## src/rtl/router_pkg.sv

```systemverilog
// Shared router constants: byte width, FIFO depth, port count and header field layout.
// Used by the FIFOs, synchroniser, FSM and register block.
package router_pkg;

  localparam int ROUTER_DATA_W     = 8;
  localparam int ROUTER_FIFO_DEPTH = 16;
  localparam int ROUTER_NUM_PORTS  = 3;

  // Header byte: [1:0] destination address, [7:2] payload length
  localparam int HDR_ADDR_LSB = 0;
  localparam int HDR_ADDR_MSB = 1;
  localparam int HDR_LEN_LSB  = 2;
  localparam int HDR_LEN_MSB  = 7;

  typedef logic [ROUTER_DATA_W-1:0] router_byte_t;

  function automatic logic [HDR_LEN_MSB-HDR_LEN_LSB:0] hdr_len(input router_byte_t hdr);
    return hdr[HDR_LEN_MSB:HDR_LEN_LSB];
  endfunction

endpackage

```

## src/rtl/router_fifo_if.sv

```systemverilog
// Handshake bundle between the synchroniser/destination (master) and one packet FIFO (slave).
interface router_fifo_if #(
  parameter int DATA_W = 8
);

  logic              soft_reset;
  logic              write_enb;
  logic              lfd_state;
  logic [DATA_W-1:0] data_in;
  logic              read_enb;
  logic [DATA_W-1:0] data_out;
  logic              pkt_active;
  logic              full;
  logic              empty;

  modport master (
    output soft_reset, write_enb, lfd_state, data_in, read_enb,
    input  data_out, pkt_active, full, empty
  );

  modport slave (
    input  soft_reset, write_enb, lfd_state, data_in, read_enb,
    output data_out, pkt_active, full, empty
  );

endinterface

```

## src/rtl/router_fifo_mem.sv

```systemverilog
// 1W1R storage for one packet FIFO: synchronous write, registered data read,
// plus a combinational peek of the word at the read address (tag + data).
module router_fifo_mem #(
  parameter int DATA_W = 8,
  parameter int DEPTH  = 16,
  parameter int ADDR_W = 4
) (
  input  logic              clock,
  input  logic              resetn,
  input  logic              wr_en,
  input  logic [ADDR_W-1:0] wr_addr,
  input  logic [DATA_W:0]   wr_word,
  input  logic              rd_en,
  input  logic              rd_clr,
  input  logic [ADDR_W-1:0] rd_addr,
  output logic [DATA_W:0]   rd_peek,
  output logic [DATA_W-1:0] rd_data
);

  logic [DATA_W:0] mem [DEPTH];

  always_ff @(posedge clock) begin
    if (wr_en) mem[wr_addr] <= wr_word;
  end

  assign rd_peek = mem[rd_addr];

  // Output register clears on flush so a stale byte never looks valid downstream
  always_ff @(posedge clock or negedge resetn) begin
    if (!resetn)     rd_data <= '0;
    else if (rd_clr) rd_data <= '0;
    else if (rd_en)  rd_data <= rd_peek[DATA_W-1:0];
  end

endmodule

```

## src/rtl/router_fifo.sv

```systemverilog
// Per-destination packet FIFO: header-tagged storage, full/empty flags from
// wrap-bit pointers, and a read-side counter of bytes left in the current packet.
module router_fifo
  import router_pkg::*;
#(
  parameter int DATA_W = ROUTER_DATA_W,
  parameter int DEPTH  = ROUTER_FIFO_DEPTH,
  parameter int PTR_W  = $clog2(DEPTH) + 1
) (
  input  logic           clock,
  input  logic           resetn,
  router_fifo_if.slave   fifo
);

  localparam int ADDR_W = PTR_W - 1;

  logic [PTR_W-1:0]  wr_ptr;
  logic [PTR_W-1:0]  rd_ptr;
  logic [6:0]        pkt_count;
  logic [DATA_W:0]   rd_peek;
  logic              full_w;
  logic              empty_w;
  logic              do_wr;
  logic              do_rd;

  assign empty_w = (wr_ptr == rd_ptr);
  assign full_w  = (wr_ptr[PTR_W-1] != rd_ptr[PTR_W-1]) &&
                   (wr_ptr[ADDR_W-1:0] == rd_ptr[ADDR_W-1:0]);

  assign do_wr = fifo.write_enb & ~full_w & ~fifo.soft_reset;
  assign do_rd = fifo.read_enb  & ~empty_w & ~fifo.soft_reset;

  router_fifo_mem #(
    .DATA_W (DATA_W),
    .DEPTH  (DEPTH),
    .ADDR_W (ADDR_W)
  ) u_mem (
    .clock   (clock),
    .resetn  (resetn),
    .wr_en   (do_wr),
    .wr_addr (wr_ptr[ADDR_W-1:0]),
    .wr_word ({fifo.lfd_state, fifo.data_in}),
    .rd_en   (do_rd),
    .rd_clr  (fifo.soft_reset),
    .rd_addr (rd_ptr[ADDR_W-1:0]),
    .rd_peek (rd_peek),
    .rd_data (fifo.data_out)
  );

  always_ff @(posedge clock or negedge resetn) begin
    if (!resetn) begin
      wr_ptr    <= '0;
      rd_ptr    <= '0;
      pkt_count <= '0;
    end else if (fifo.soft_reset) begin
      wr_ptr    <= '0;
      rd_ptr    <= '0;
      pkt_count <= '0;
    end else begin
      if (do_wr) wr_ptr <= wr_ptr + PTR_W'(1);
      if (do_rd) begin
        rd_ptr <= rd_ptr + PTR_W'(1);
        // A header always reloads: a new packet overrides any unfinished count
        if (rd_peek[DATA_W])
          pkt_count <= 7'(hdr_len(rd_peek[ROUTER_DATA_W-1:0])) + 7'd1;
        else if (pkt_count != 7'd0)
          pkt_count <= pkt_count - 7'd1;
      end
    end
  end

  assign fifo.full       = full_w;
  assign fifo.empty      = empty_w;
  assign fifo.pkt_active = (pkt_count != 7'd0);

endmodule

```

## src/flat_wrapper.sv

```systemverilog
// flat-port wrapper written by rule: the top's interface ports become plain ports
module router_fifo_flat import router_pkg::*;
#(
  parameter int DATA_W = ROUTER_DATA_W,
  parameter int DEPTH  = ROUTER_FIFO_DEPTH,
  parameter int PTR_W  = $clog2(DEPTH) + 1
)
  (clock, resetn, fifo_soft_reset, fifo_write_enb, fifo_lfd_state, fifo_data_in, fifo_read_enb, fifo_data_out, fifo_pkt_active, fifo_full, fifo_empty);
  router_fifo_if #(.DATA_W(DATA_W)) fifo_i ();
  input  logic clock;
  input  logic resetn;
  input wire logic [$bits(fifo_i.soft_reset)-1:0] fifo_soft_reset;
  input wire logic [$bits(fifo_i.write_enb)-1:0] fifo_write_enb;
  input wire logic [$bits(fifo_i.lfd_state)-1:0] fifo_lfd_state;
  input wire logic [$bits(fifo_i.data_in)-1:0] fifo_data_in;
  input wire logic [$bits(fifo_i.read_enb)-1:0] fifo_read_enb;
  output wire logic [$bits(fifo_i.data_out)-1:0] fifo_data_out;
  output wire logic [$bits(fifo_i.pkt_active)-1:0] fifo_pkt_active;
  output wire logic [$bits(fifo_i.full)-1:0] fifo_full;
  output wire logic [$bits(fifo_i.empty)-1:0] fifo_empty;
  assign fifo_i.soft_reset = fifo_soft_reset;
  assign fifo_i.write_enb = fifo_write_enb;
  assign fifo_i.lfd_state = fifo_lfd_state;
  assign fifo_i.data_in = fifo_data_in;
  assign fifo_i.read_enb = fifo_read_enb;
  assign fifo_data_out = fifo_i.data_out;
  assign fifo_pkt_active = fifo_i.pkt_active;
  assign fifo_full = fifo_i.full;
  assign fifo_empty = fifo_i.empty;
  router_fifo #(.DATA_W(DATA_W), .DEPTH(DEPTH), .PTR_W(PTR_W)) u_core (.clock(clock), .resetn(resetn), .fifo(fifo_i));
endmodule
```

## config.mk

```make
export PLATFORM = sky130hd
export DESIGN_NAME = router_fifo_flat
export DESIGN_NICKNAME = d
export VERILOG_FILES = /design/src/rtl/router_pkg.sv /design/src/rtl/router_fifo_if.sv /design/src/rtl/router_fifo_mem.sv /design/src/rtl/router_fifo.sv /design/src/flat_wrapper.sv
export SDC_FILE = /design/constraint.sdc
export NUM_CORES = 1
export LEC_CHECK = 0
export CAP_MARGIN = 20
export CORE_UTILIZATION = 35
export CTS_BUF_LIST = sky130_fd_sc_hd__clkbuf_4 sky130_fd_sc_hd__clkbuf_8
export DETAILED_ROUTE_END_ITERATION = 10
export PLACE_DENSITY = 0.59
export SYNTH_ARGS = -nofsm -noshare
export SYNTH_HDL_FRONTEND = slang
export SYNTH_HIERARCHICAL = 1
export SYNTH_SLANG_ARGS = --single-unit
```

## constraint.sdc

```tcl
create_clock -name clock -period 3.37 [get_ports clock]
set_clock_uncertainty 0.15 [all_clocks]
set_input_delay 0.337 -clock clock [delete_from_list [all_inputs] [get_ports clock]]
set_output_delay 0.337 -clock clock [all_outputs]
set_load 0.02 [all_outputs]
```

==> results.cfg, run 1 <==
[synthesis]
syn_area_um2 = 7200
avgSynthCellArea_um2 = 16.2
syn_inst = 443
yosysWarnings = 6
mappedNetlistNets = 461

[finish]
layout.nets = 526
nFillCells = 1796
final_area_um2 = 8370
layout-drive-gt1-share = 0.211
utilization = 0.415
diodes = 0
area_growth_pct = 16.3
final_cell_count_no_fill = 791

[detailed_routing]
route.vias.total = 4116
ant_nets = 0
via_per_inst = 5.20
drt-initial-drc-count = 373
first_pass_iters = 5
totalWireLength_mm = 16.2
detail_route.wl_per_cell_um = 20.4
drcViolationCount = 0

[global_routing]
grt_pass1_vias = 4054
grt_pass1_wl_mm = 25.0
grt_start_max_net_pins = 27
grt_overflow = 0
antenna_found_initial = 0
track_usage = 0.162

[worst_setup_path]
critPathMaxFanout = 17
worstPathArrival_ns = 2.59
crit_path_start_kind = flip-flop
cp_cell_sequence = buf_4 -> xnor2_1 -> nand4_2 -> buf_4 -> nor2_1 -> clkdlybuf4s50_1
slowest_stage = dfrtp_2
critPathLaunch = u_core/rd_ptr[0]
required_ns = 2.88
worst-setup-path-type = reg2out
endpoint_kind = output port
path_buf_inv = 3
reg2reg_slack_ns = 0.31
slowest_delay_ns = 0.70
r2r-start = u_core/rd_ptr[2]
crit_path_frequent_cell = buf_4
cpLargestDelayFamily = buffers and inverters

[floorplanning]
start_util = 0.357
io-pin-count = 25
die_y_um = 145
row_count = 52
dieArea_um2 = 21100
core-area_um2 = 20200
die_w_um = 145

[clocking]
postCtsHoldBufs = 0
numCtsBuffers = 17
clkLatencyLatePin_ns = 0.46
clock-sinks = 169
max-clock-path-buffers = 2
cts_tree = built
clk_pin_slew_ns = 0.10
cts_max_level = 4
cts_setup_buffers = 0
cts-resized-gates = 0
ctsRootBufferMaster = clkbuf_8

[power_and_ir_drop]
ir_drop_mv = 0.238
finalPower_mw = 4.76
leakagePower_nw = 2.79
power_density_nw_per_um2 = 568

[run_status]
status = complete, no violations

[placement]
dp_hpwl_mm = 11.2
io_buffers = 24
place_congestion = 0.846
place_area_um2 = 7950
pre_cts_ws_ns = 0.287
place_inst = 759

[sta]
slew_headroom = 0.471
fin_crit_ns = 3.08
setup_tns_ns = 0
fin_ws_ns = 0.291
fmax_mhz = 325
rsz0062_at_grt = no
hold_viol_final = 0
worst_hold_slack_ns = 0.0955
worstMarginPinSlew_ns = 0.790
drv_slew = 0
finalSetupViolCount = 0
fin_crit_sh = 0.914

[flow_run]
maxCapViolations = 0

[hold_path]
hold_class = in2async
[report_power, final]
part,switching (mW),leakage (nW),internal [mW],total (mW)
clock,0.871,0.208,0.575,1.45
sequential,0.0665,1.64,2.32,2.38
combinational,0.498,0.948,0.429,0.927
total,1.44,2.79,3.32,4.76
[area by class of cell]
cell class | instances | area [µm²] | share of cell area
sequential | 169 | 4950 | 0.592
multi-input combinational | 247 | 2060 | 0.246
timing repair buffer | 67 | 576 | 0.0687
tap | 270 | 338 | 0.0404
clock buffer | 17 | 234 | 0.0279
clock inverter | 15 | 193 | 0.0230
inverter | 6 | 22.5 | 0.00269
[layout by cell type (no fill, tap or decap), types with 4 or more instances in the layout]
master	count
mux2i_1	40
mux4_2	21
clkbuf_8	17
inv_1	6
nor2_1	56
nor2b_1	4
nand3_1	5
or2_1	8
ha_1	4
and4_1	4
o21ai_0	7
nand2_1	9
a21oi_1	8
dfrtp_1	23
buf_4	42
nor3_1	9
a222oi_1	7
xnor2_1	9
clkdlybuf4s50_1	24
and3_1	8
edfxtp_1	144
xor2_1	9
inv_8	4
o31a_1	7
o21ai_1	4
clkinv_8	7
[path summary, 6_finish.rpt]
path                                       endpoint  cells past startpoint
max in group asynchronous          u_core/rd_ptr[0]                      2
worst min register to register  u_core/pkt_count[0]                      2
worst max-delay path                     fifo_empty                      6
worst max register to register  u_core/pkt_count[5]                     11
min in group clock              u_core/pkt_count[0]                      2
worst min-delay path               u_core/wr_ptr[2]                      2
[sequential cells by signal, summed over array words and instances, names as in the netlist]
signal,cells
u_core/u_mem/mem,144
u_core/u_mem/rd_data,8
u_core/pkt_count,7
u_core/rd_ptr,5
u_core/wr_ptr,5
[routing by layer]
metal / track usage / vias up / routed length [µm]
li1: - / 1850 / -
met1: 0.227 / 2109 / 7240
met2: 0.251 / 136 / 7760
met3: 0.0332 / 21 / 871
met4: 0.0563 / 0 / 284
met5: 0 / - / 0
Note: power is estimated with default switching activity, not from simulation.
==> inputs of run 2 (changes only) <==
--- a/config.mk
+++ b/config.mk
@@ -8,7 +8,9 @@
 export CAP_MARGIN = 20
 export CORE_UTILIZATION = 35
 export CTS_BUF_LIST = sky130_fd_sc_hd__clkbuf_4 sky130_fd_sc_hd__clkbuf_8
+export CTS_CLUSTER_DIAMETER = 200
 export DETAILED_ROUTE_END_ITERATION = 10
+export GPL_TIMING_DRIVEN = 0
 export PLACE_DENSITY = 0.59
 export SYNTH_ARGS = -nofsm -noshare
 export SYNTH_HDL_FRONTEND = slang
==> run 2 against run 1 <==
  * Core utilization down 0.39 points
  * Combinational power rose by 4.9%
  * First-iteration DRC count fell by 12%
  * Worst setup slack lost 0.16 ns
  * Cell area shrank 0.94%
  * Sequential share of layout area rose by 0.55 points
  * Cell count is 2.0% lower
  * Power is 0.55% higher
  * Hold slack lost 0.062 ns
  * Count of clock-buffer cells in the layout up 2
  * Via count decreased by 3.4%
  * Critical path type is now reg2reg
  * Largest power group unchanged
  * Highest routed layer unchanged
==> results.cfg, run 2 (synthesis gave the netlist of run 1 again) <==
[sta]
rsz0062_at_grt = yes
fmax_mhz = 308
drv_slew = 0
fin_crit_ns = 3.24
worstMarginPinSlew_ns = 1.00
hold_viol_final = 0
fin_crit_sh = 0.963
setup_tns_ns = 0
slew_headroom = 0.330
finalSetupViolCount = 0

[global_routing]
use_met1 = 0.221
grt_start_max_net_pins = 19
grt_overflow = 0
track_usage = 0.157
global_route.peak_usage_layer = met2
use_met2 = 0.244
grt_pass1_vias = 3896
grt_pass1_wl_mm = 24.0
grt_util_met3 = 0.0367
antenna_found_initial = 0

[detailed_routing]
ant_nets = 0
totalWireLength_mm = 15.7
drt-initial-drc-count = 330
first_pass_iters = 6
via_per_inst = 5.13
drcViolationCount = 0
route.vias.total = 3976
detail_route.wl_per_cell_um = 20.3

[floorplanning]
core-area_um2 = 20200
io-pin-count = 25
start_util = 0.357
dieArea_um2 = 21100
die_w_um = 145
die_y_um = 145
row_count = 52

[worst_setup_path]
reg2reg_slack_ns = 0.13
critPathMaxFanout = 10
reg2reg_depth = 9
worstPathArrival_ns = 3.46
required_ns = 3.59
timing.rr.end = u_core/pkt_count[1]
r2r-start = u_core/rd_ptr[0]
crit_path_start_kind = flip-flop
endpoint_kind = flip-flop
worst-setup-path-type = reg2reg

[finish]
largest_reg_flops = 144
largestRegisters = u_core/u_mem/mem x144, u_core/u_mem/rd_data x8, u_core/pkt_count x7
area_growth_pct = 15.2
final_cell_count_no_fill = 775
final_area_um2 = 8290
layout-drive-gt1-share = 0.186
diodes = 0
final_cell_mix = edfxtp_1 (144), nor2_1 (53), mux2i_1 (40)
utilization = 0.411
largest-register = u_core/u_mem/mem
final_common_cell = edfxtp_1
layout.nets = 511

[placement]
dp_hpwl_mm = 10.5
place_area_um2 = 7870
place_inst = 744
place_congestion = 0.746
io_buffers = 23

[clocking]
cts-resized-gates = 0
ctsRootBufferMaster = clkbuf_8
clk_pin_slew_ns = 0.08
max-clock-path-buffers = 2
clkLatencyLatePin_ns = 0.45
clock-sinks = 169
numCtsBuffers = 17
postCtsHoldBufs = 0
cts_setup_buffers = 0
cts_tree = built
cts_max_level = 4

[run_status]
status = complete, no violations

[flow_run]
maxCapViolations = 0

[hold_path]
hold_class = in2async

[power_and_ir_drop]
power_density_nw_per_um2 = 577
leakagePower_nw = 2.71
ir_drop_mv = 0.250
finalPower_mw = 4.78
[run 2: layout make-up]
cell class / count / area (µm²)
Multi-Input combinational cell: 247 / 2080
Buffer: 21 / 181
Timing Repair Buffer: 31 / 317
Sequential cell: 169 / 4950
Tap cell: 270 / 338
Inverter: 6 / 22.5
Clock buffer: 19 / 249
Clock inverter: 12 / 150
Fill cell: 1814 / 11900
[run 2: routing by layer]
| layer | share of wire | up-vias | routed length (µm) |
|---|---|---|---|
| met4 | 0.011 | 0 | 177 |
| met5 | 0 | - | 0 |
| met1 | 0.46 | 2043 | 7310 |
| li1 | - | 1804 | - |
| met3 | 0.052 | 17 | 812 |
| met2 | 0.47 | 112 | 7420 |
[run 2: stage by stage]
step / hold WS [ns] / setup WS, ns
final: 0.0331 / 0.126
after global placement: 0.402 / -0.619
after CTS: 0.0155 / 0.000651
after global routing: 0.0332 / -0.0102
after floorplan: -0.109 / 0.401
after detailed placement: 0.411 / 0.0270
[run 2: critical path: stages, from the launching register on]
cell      delay (ns)
dfrtp_2         0.43
buf_6           0.16
buf_12          0.17
mux4_2          0.52
mux4_2          0.52
buf_2           0.21
or4_4           0.54
o211ai_4        0.16
a211oi_2        0.09
a211oi_2        0.19
[run 2: worst max path at each step]
stage | from | end | slack [ns] | depth (start not counted)
global route | u_core/wr_ptr[1] | u_core/u_mem/mem[10][8] | -0.01 | 7
floorplan | u_core/rd_ptr[0] | u_core/pkt_count[1] | 0.40 | 9
finish | u_core/rd_ptr[0] | u_core/pkt_count[1] | 0.13 | 9
detailed placement | u_core/rd_ptr[0] | u_core/pkt_count[1] | 0.03 | 9
CTS | u_core/rd_ptr[0] | u_core/pkt_count[1] | 0.0007 | 9
global placement | u_core/rd_ptr[3] | u_core/u_mem/mem[0][7] | -0.62 | 7
[run 2: power breakdown]
| group | switching, mW | total (mW) | internal (mW) |
|---|---|---|---|
| sequential | 0.0474 | 2.37 | 2.32 |
| clock | 0.704 | 1.45 | 0.742 |
| combinational | 0.524 | 0.972 | 0.448 |
| total | 1.28 | 4.78 | 3.51 |
